### src/rtl/bcd_timer_pkg.sv
// Shared types and helpers for the cascaded BCD down-timer.
// The optional BCD_TIMER_AUTO_RELOAD_EN build is handled in bcd_down_timer.sv.
package bcd_timer_pkg;

    typedef enum logic [1:0] {
        IDLE   = 2'd0,
        RUN    = 2'd1,
        PAUSED = 2'd2
    } timer_state_e;

    localparam logic [3:0] BCD_MAX = 4'd9;

    // Any non-decimal nibble saturates to 9 so the count never holds a non-BCD digit.
    function automatic logic [3:0] clamp_digit(input logic [3:0] d);
        return (d > BCD_MAX) ? BCD_MAX : d;
    endfunction

endpackage

### src/rtl/decade_down_cell.sv
// One BCD decade of the down-counter: load, decrement with 0 -> 9 borrow wrap.
module decade_down_cell
    import bcd_timer_pkg::*;
(
    input  logic       CLK,
    input  logic       CLR,
    input  logic       load,
    input  logic [3:0] d,
    input  logic       dec_en,
    output logic [3:0] q,
    output logic       is_zero
);

    logic [3:0] q_q;
    logic [3:0] q_d;

    always_comb begin
        q_d = q_q;
        if (load) begin
            q_d = clamp_digit(d);
        end else if (dec_en) begin
            q_d = (q_q == 4'd0) ? BCD_MAX : q_q - 4'd1;
        end
    end

    always_ff @(posedge CLK) begin
        if (CLR) begin
            q_q <= 4'd0;
        end else begin
            q_q <= q_d;
        end
    end

    assign q       = q_q;
    assign is_zero = (q_q == 4'd0);

endmodule

### src/rtl/bcd_down_timer.sv
// Cascaded BCD down-timer with preset load, start/hold and a terminal-count pulse.
// Define BCD_TIMER_AUTO_RELOAD_EN to restart from the last preset at terminal count.
module bcd_down_timer
    import bcd_timer_pkg::*;
#(
    parameter int DIGITS   = 2,
    parameter int TICK_DIV = 1
) (
    input  logic                  CLK,
    input  logic                  CLR,
    input  logic                  LOAD,
    input  logic [4*DIGITS-1:0]   PRE,
    input  logic                  START,
    input  logic                  HOLD,
    output logic [4*DIGITS-1:0]   Q,
    output logic                  BUSY,
    output logic                  DONE,
    output logic                  ZERO
);

    localparam int QW = 4 * DIGITS;
    localparam int PW = (TICK_DIV > 1) ? $clog2(TICK_DIV) : 1;
    localparam logic [PW-1:0] PRESC_LAST = PW'(TICK_DIV - 1);
    localparam logic [QW-1:0] Q_ONE      = QW'(1);

    timer_state_e      state_q;
    logic [PW-1:0]     presc_q;
    logic              done_q;

    logic [QW-1:0]     pre_clamped;
    logic [QW-1:0]     cell_d;
    logic              cell_load;
    logic [DIGITS-1:0] digit_zero;
    logic [DIGITS:0]   lower_zero;
    logic [DIGITS-1:0] dec_en;

    logic              counting;
    logic              presc_wrap;
    logic              tick;
    logic              q_is_zero;
    logic              terminal;
    logic              reload;
    logic              stay_run;

    // RUN and PAUSED both count whenever HOLD is low, so the resume edge is not lost.
    assign counting   = (state_q != IDLE) && !HOLD;
    assign presc_wrap = (presc_q == PRESC_LAST);
    assign tick       = counting && presc_wrap && !LOAD;
    assign q_is_zero  = lower_zero[DIGITS];
    assign terminal   = tick && (Q == Q_ONE);

`ifdef BCD_TIMER_AUTO_RELOAD_EN
    logic [QW-1:0] shadow_q;

    always_ff @(posedge CLK) begin
        if (CLR) begin
            shadow_q <= '0;
        end else if (LOAD) begin
            shadow_q <= pre_clamped;
        end
    end

    // Q only rests at zero while running when the previous tick was terminal.
    assign reload    = tick && q_is_zero;
    assign stay_run  = (shadow_q != '0);
    assign cell_load = LOAD || reload;
    assign cell_d    = LOAD ? pre_clamped : shadow_q;
`else
    assign reload    = 1'b0;
    assign stay_run  = 1'b0;
    assign cell_load = LOAD;
    assign cell_d    = pre_clamped;
`endif

    assign lower_zero[0] = 1'b1;

    generate
        for (genvar gi = 0; gi < DIGITS; gi++) begin : g_digit
            assign pre_clamped[4*gi +: 4] = clamp_digit(PRE[4*gi +: 4]);
            assign lower_zero[gi+1]       = lower_zero[gi] && digit_zero[gi];
            assign dec_en[gi]             = tick && !reload && lower_zero[gi];

            decade_down_cell u_cell (
                .CLK     (CLK),
                .CLR     (CLR),
                .load    (cell_load),
                .d       (cell_d[4*gi +: 4]),
                .dec_en  (dec_en[gi]),
                .q       (Q[4*gi +: 4]),
                .is_zero (digit_zero[gi])
            );
        end
    endgenerate

    always_ff @(posedge CLK) begin
        if (CLR) begin
            state_q <= IDLE;
            presc_q <= '0;
            done_q  <= 1'b0;
        end else if (LOAD) begin
            state_q <= IDLE;
            presc_q <= '0;
            done_q  <= 1'b0;
        end else begin
            done_q <= 1'b0;
            case (state_q)
                IDLE: begin
                    if (START) begin
                        if (q_is_zero) begin
                            done_q <= 1'b1;
                        end else begin
                            state_q <= RUN;
                            presc_q <= '0;
                        end
                    end
                end
                RUN, PAUSED: begin
                    if (HOLD) begin
                        state_q <= PAUSED;
                    end else begin
                        presc_q <= presc_wrap ? '0 : presc_q + PW'(1);
                        if (terminal) begin
                            done_q  <= 1'b1;
                            state_q <= stay_run ? RUN : IDLE;
                        end else begin
                            state_q <= RUN;
                        end
                    end
                end
                default: begin
                    state_q <= IDLE;
                    presc_q <= '0;
                end
            endcase
        end
    end

    assign BUSY = (state_q != IDLE);
    assign DONE = done_q;
    assign ZERO = q_is_zero;

endmodule

### config.mk
export PLATFORM = sky130hd
export DESIGN_NAME = bcd_down_timer
export DESIGN_NICKNAME = d
export VERILOG_FILES = /design/src/rtl/bcd_timer_pkg.sv /design/src/rtl/decade_down_cell.sv /design/src/rtl/bcd_down_timer.sv
export SDC_FILE = /design/constraint.sdc
export NUM_CORES = 1
export LEC_CHECK = 0
export BUFFER_PORTS_ARGS = -buffer_cell sky130_fd_sc_hd__buf_2
export CAP_MARGIN = 20
export CORE_MARGIN = 4
export CORE_UTILIZATION = 40
export CTS_CLUSTER_SIZE = 30
export DETAILED_ROUTE_END_ITERATION = 7
export GPL_ROUTABILITY_DRIVEN = 1
export PLACE_DENSITY = 0.65
export SLEW_MARGIN = 25
export SYNTH_ARGS = -nofsm -noshare
export SYNTH_HDL_FRONTEND = slang
export SYNTH_HIERARCHICAL = 1
export SYNTH_SLANG_ARGS = --single-unit
### constraint.sdc
create_clock -name CLK -period 2.2 [get_ports CLK]
set_input_delay 0.22 -clock CLK [delete_from_list [all_inputs] [get_ports CLK]]
set_output_delay 0.22 -clock CLK [all_outputs]
set_load 0.01 [all_outputs]
==> qor.yml <==
max-cap-violations: 0
num_io_pins: 24
p_sw_w: 0.0001492
maxSlewHeadroom: 0.7288
slew_viol_final: 0
core_sq_um: 1764
gr-total-overflow: 0
hpwl_mm: 1.373
fp.dieW_um: 51.50
drc: 0
first_pass_iters: 4
sw_frac_of_total: 0.3114
drtIter0Drc: 20
seqPwrFrac: 0.469
cts.sinks: 11
synthDistinctLibCells: 32
cts_tree: "yes"
cts.hold.buffers_added: 0
final-setup-viol-count: 0
hold_viol_final: 0
fin_crit_sh: 0.7847
avgViaCountPerCell: 5.525
syn_area_per_cell_sq_um: 8.411
fin_skew_ns: 0.002438
clkPwrFrac: 0.305
timing.rr.start: "state_q[0]"
core.rowCount: 15
intPower_w: 0.0003299
fmax_ghz: 0.5793
wl_per_cell_um: 12.72
p_per_area_nw_per_um2: 515.3
tightest_slew_ns: 0.4030
portBuffers: 23
netlist_area_sq_um: 757.0
initial_core_util: 0.4291
post-cts-setup-buffers: 0
die_y_um: 51.50
antenna_found_initial: 0
clk_pin_slew_ns: 0.08
place.gp.congestion: 0.9013
max-vdd-ir-drop_mv: 0.2814
cts_resized: 0
comb_power_share: 0.227
numCtsBuffers: 3
syn_nets: 105
grt_use_total: 0.1562
fill_cells: 184
min_from: "START"
dp_slack_ns: 0.4961
routed_wirelength_mm: 1.794
synth_seq_cells: 11
cp-start-kind: "register"
seq_area_frac_synth: 0.2909
end_kind: "register"
grt_max_degree: 17
synth_cells: 90
hold_slack_ns: 0.2248
ys_warn_count: 6
cts_buffer_depth: 2
setup_ws_ns: 0.4737
power_w: 0.0004790
rsz0062_at_grt: "false"
grt_pass1_vias: 757
hold_path_class: "input port to register"
die_area_sq_um: 2652
cts_root_buf: "clkbuf_4"
final_antenna_net_count: 0
grt_pass1_wl_mm: 3.187
seqCellArea_sq_um: 220.2
path_max_fanout: 3
crit_start: "state_q[0]"
worst-endpoint-arrival_ns: 1.89
vias: 779
power.leakage_nw: 0.3975
area_delta_synth_final_pct: 22.81
fin_crit_ns: 1.726
diodes: 0
drive_gt1_frac: 0.3017
insertion_delay_ns: 0.27
crit_type: "register to register"
tns_ns: 0
nets: 132
status: "finished clean"
crit_required_ns: 2.37
htree_levels: 1
multi_input_area_sq_um: 495.5
==> path summary, 6_finish.rpt <==
kind	endpoint	slack, ns	cells after the start
worst max register to register	g_digit[1].u_cell/q[3]	0.47	7
worst min register to register	g_digit[1].u_cell/q[2]	0.59	2
worst max-delay path	g_digit[1].u_cell/q[3]	0.47	7
worst min-delay path	DONE	0.22	3
==> cells by family (layout without fill, tap and decap cells) <==
logic type               count (synthesis)  in the layout  synth area share
AND/OR/NAND/NOR                         40             40            0.3537
AO/OA/AOI/OAI                           24             24            0.2446
flip-flops                              11             11            0.2909
XOR/XNOR                                 2              2           0.02314
adder cells (fa/ha/maj)                  2              2           0.03305
buffers and inverters                   11             37           0.05455
==> flip-flops by register name (all words and copies together), names as in the netlist <==
| signal | flops |
|---|---|
| g_digit.u_cell/q | 8 |
| state_q | 2 |
| DONE | 1 |
==> worst max-delay path, cell delays in order, from the launching register on <==
cell and delay, ns:
dfxtp_1 0.36, inv_1 0.05, ha_1 0.23, nor3_2 0.19, and2_1 0.25, nand2b_4 0.07
o31a_1 0.23, o31a_1 0.23
==> power groups by stage <==
stage          registers, W  logic (W)  clock network, W
2_1_floorplan      0.000230  0.0000626                 0
3_3_place_gp       0.000229   0.000107                 0
3_5_place_dp       0.000229   0.000108                 0
4_1_cts            0.000224   0.000109          0.000151
5_1_grt            0.000227   0.000121          0.000156
6_report           0.000224   0.000109          0.000146
==> metrics by stage <==
stage | std cells | instance area (sq um) | util
after floorplan | 90 | 757.0 | -
after global placement | 137 | 903.4 | 0.5121
after detailed placement | 137 | 903.4 | 0.5121
after CTS | 141 | 929.6 | 0.5270
after global routing | 141 | 929.6 | 0.5270
final | 141 | 929.6 | 0.5270
==> layout by cell type (no fill, tap or decap), drive strengths merged <==
cell type	synthesis	layout
and2	2	2
inv	9	9
xnor2	2	2
a221oi	2	2
o31a	4	4
nor3	2	2
nor2	4	4
a31oi	2	2
or3	2	2
dfxtp	11	11
nand2	2	2
clkbuf	2	4
o211a	1	1
and3b	1	1
a2111oi	1	1
o211ai	5	5
nor4b	1	1
nor3b	2	2
o21ai	4	4
nand4	3	3
buf	0	24
a21boi	2	2
nand3	6	6
nand4b	2	2
nand2b	4	4
nor2b	4	4
a21oi	2	2
nor4	5	5
ha	2	2
a211oi	1	1
==> final cells by class <==
class | count | share of cell area
tap | 25 | 0.03365
clock buffer | 4 | 0.02826
timing repair buffer | 24 | 0.1319
multi-input combinational | 68 | 0.5330
sequential | 11 | 0.2369
inverter | 9 | 0.03634
==> routing by layer <==
metal / routed length, um / track usage
met3: 103 / 0.02579
met1: 819 / 0.1908
met2: 840 / 0.2627
met4: 31 / 0.07860
met5: 0 / 0
==> cells in the mapped netlist (all sizes together) <==
master / count / share of area
a2111oi: 1 / 0.020
a211oi: 1 / 0.017
a21boi: 2 / 0.020
a21oi: 2 / 0.013
a221oi: 2 / 0.023
a31oi: 2 / 0.017
and2: 2 / 0.017
and3b: 1 / 0.012
clkbuf: 2 / 0.0099
dfxtp: 11 / 0.29
ha: 2 / 0.033
inv: 9 / 0.045
nand2: 2 / 0.0099
nand2b: 4 / 0.053
nand3: 6 / 0.040
nand4: 3 / 0.025
nand4b: 2 / 0.023
nor2: 4 / 0.020
nor2b: 4 / 0.033
nor3: 2 / 0.020
nor3b: 2 / 0.033
nor4: 5 / 0.041
nor4b: 1 / 0.012
o211a: 1 / 0.013
o211ai: 5 / 0.050
o21ai: 4 / 0.026
o31a: 4 / 0.046
or3: 2 / 0.017
xnor2: 2 / 0.023
(Power assumes the default switching activity.)
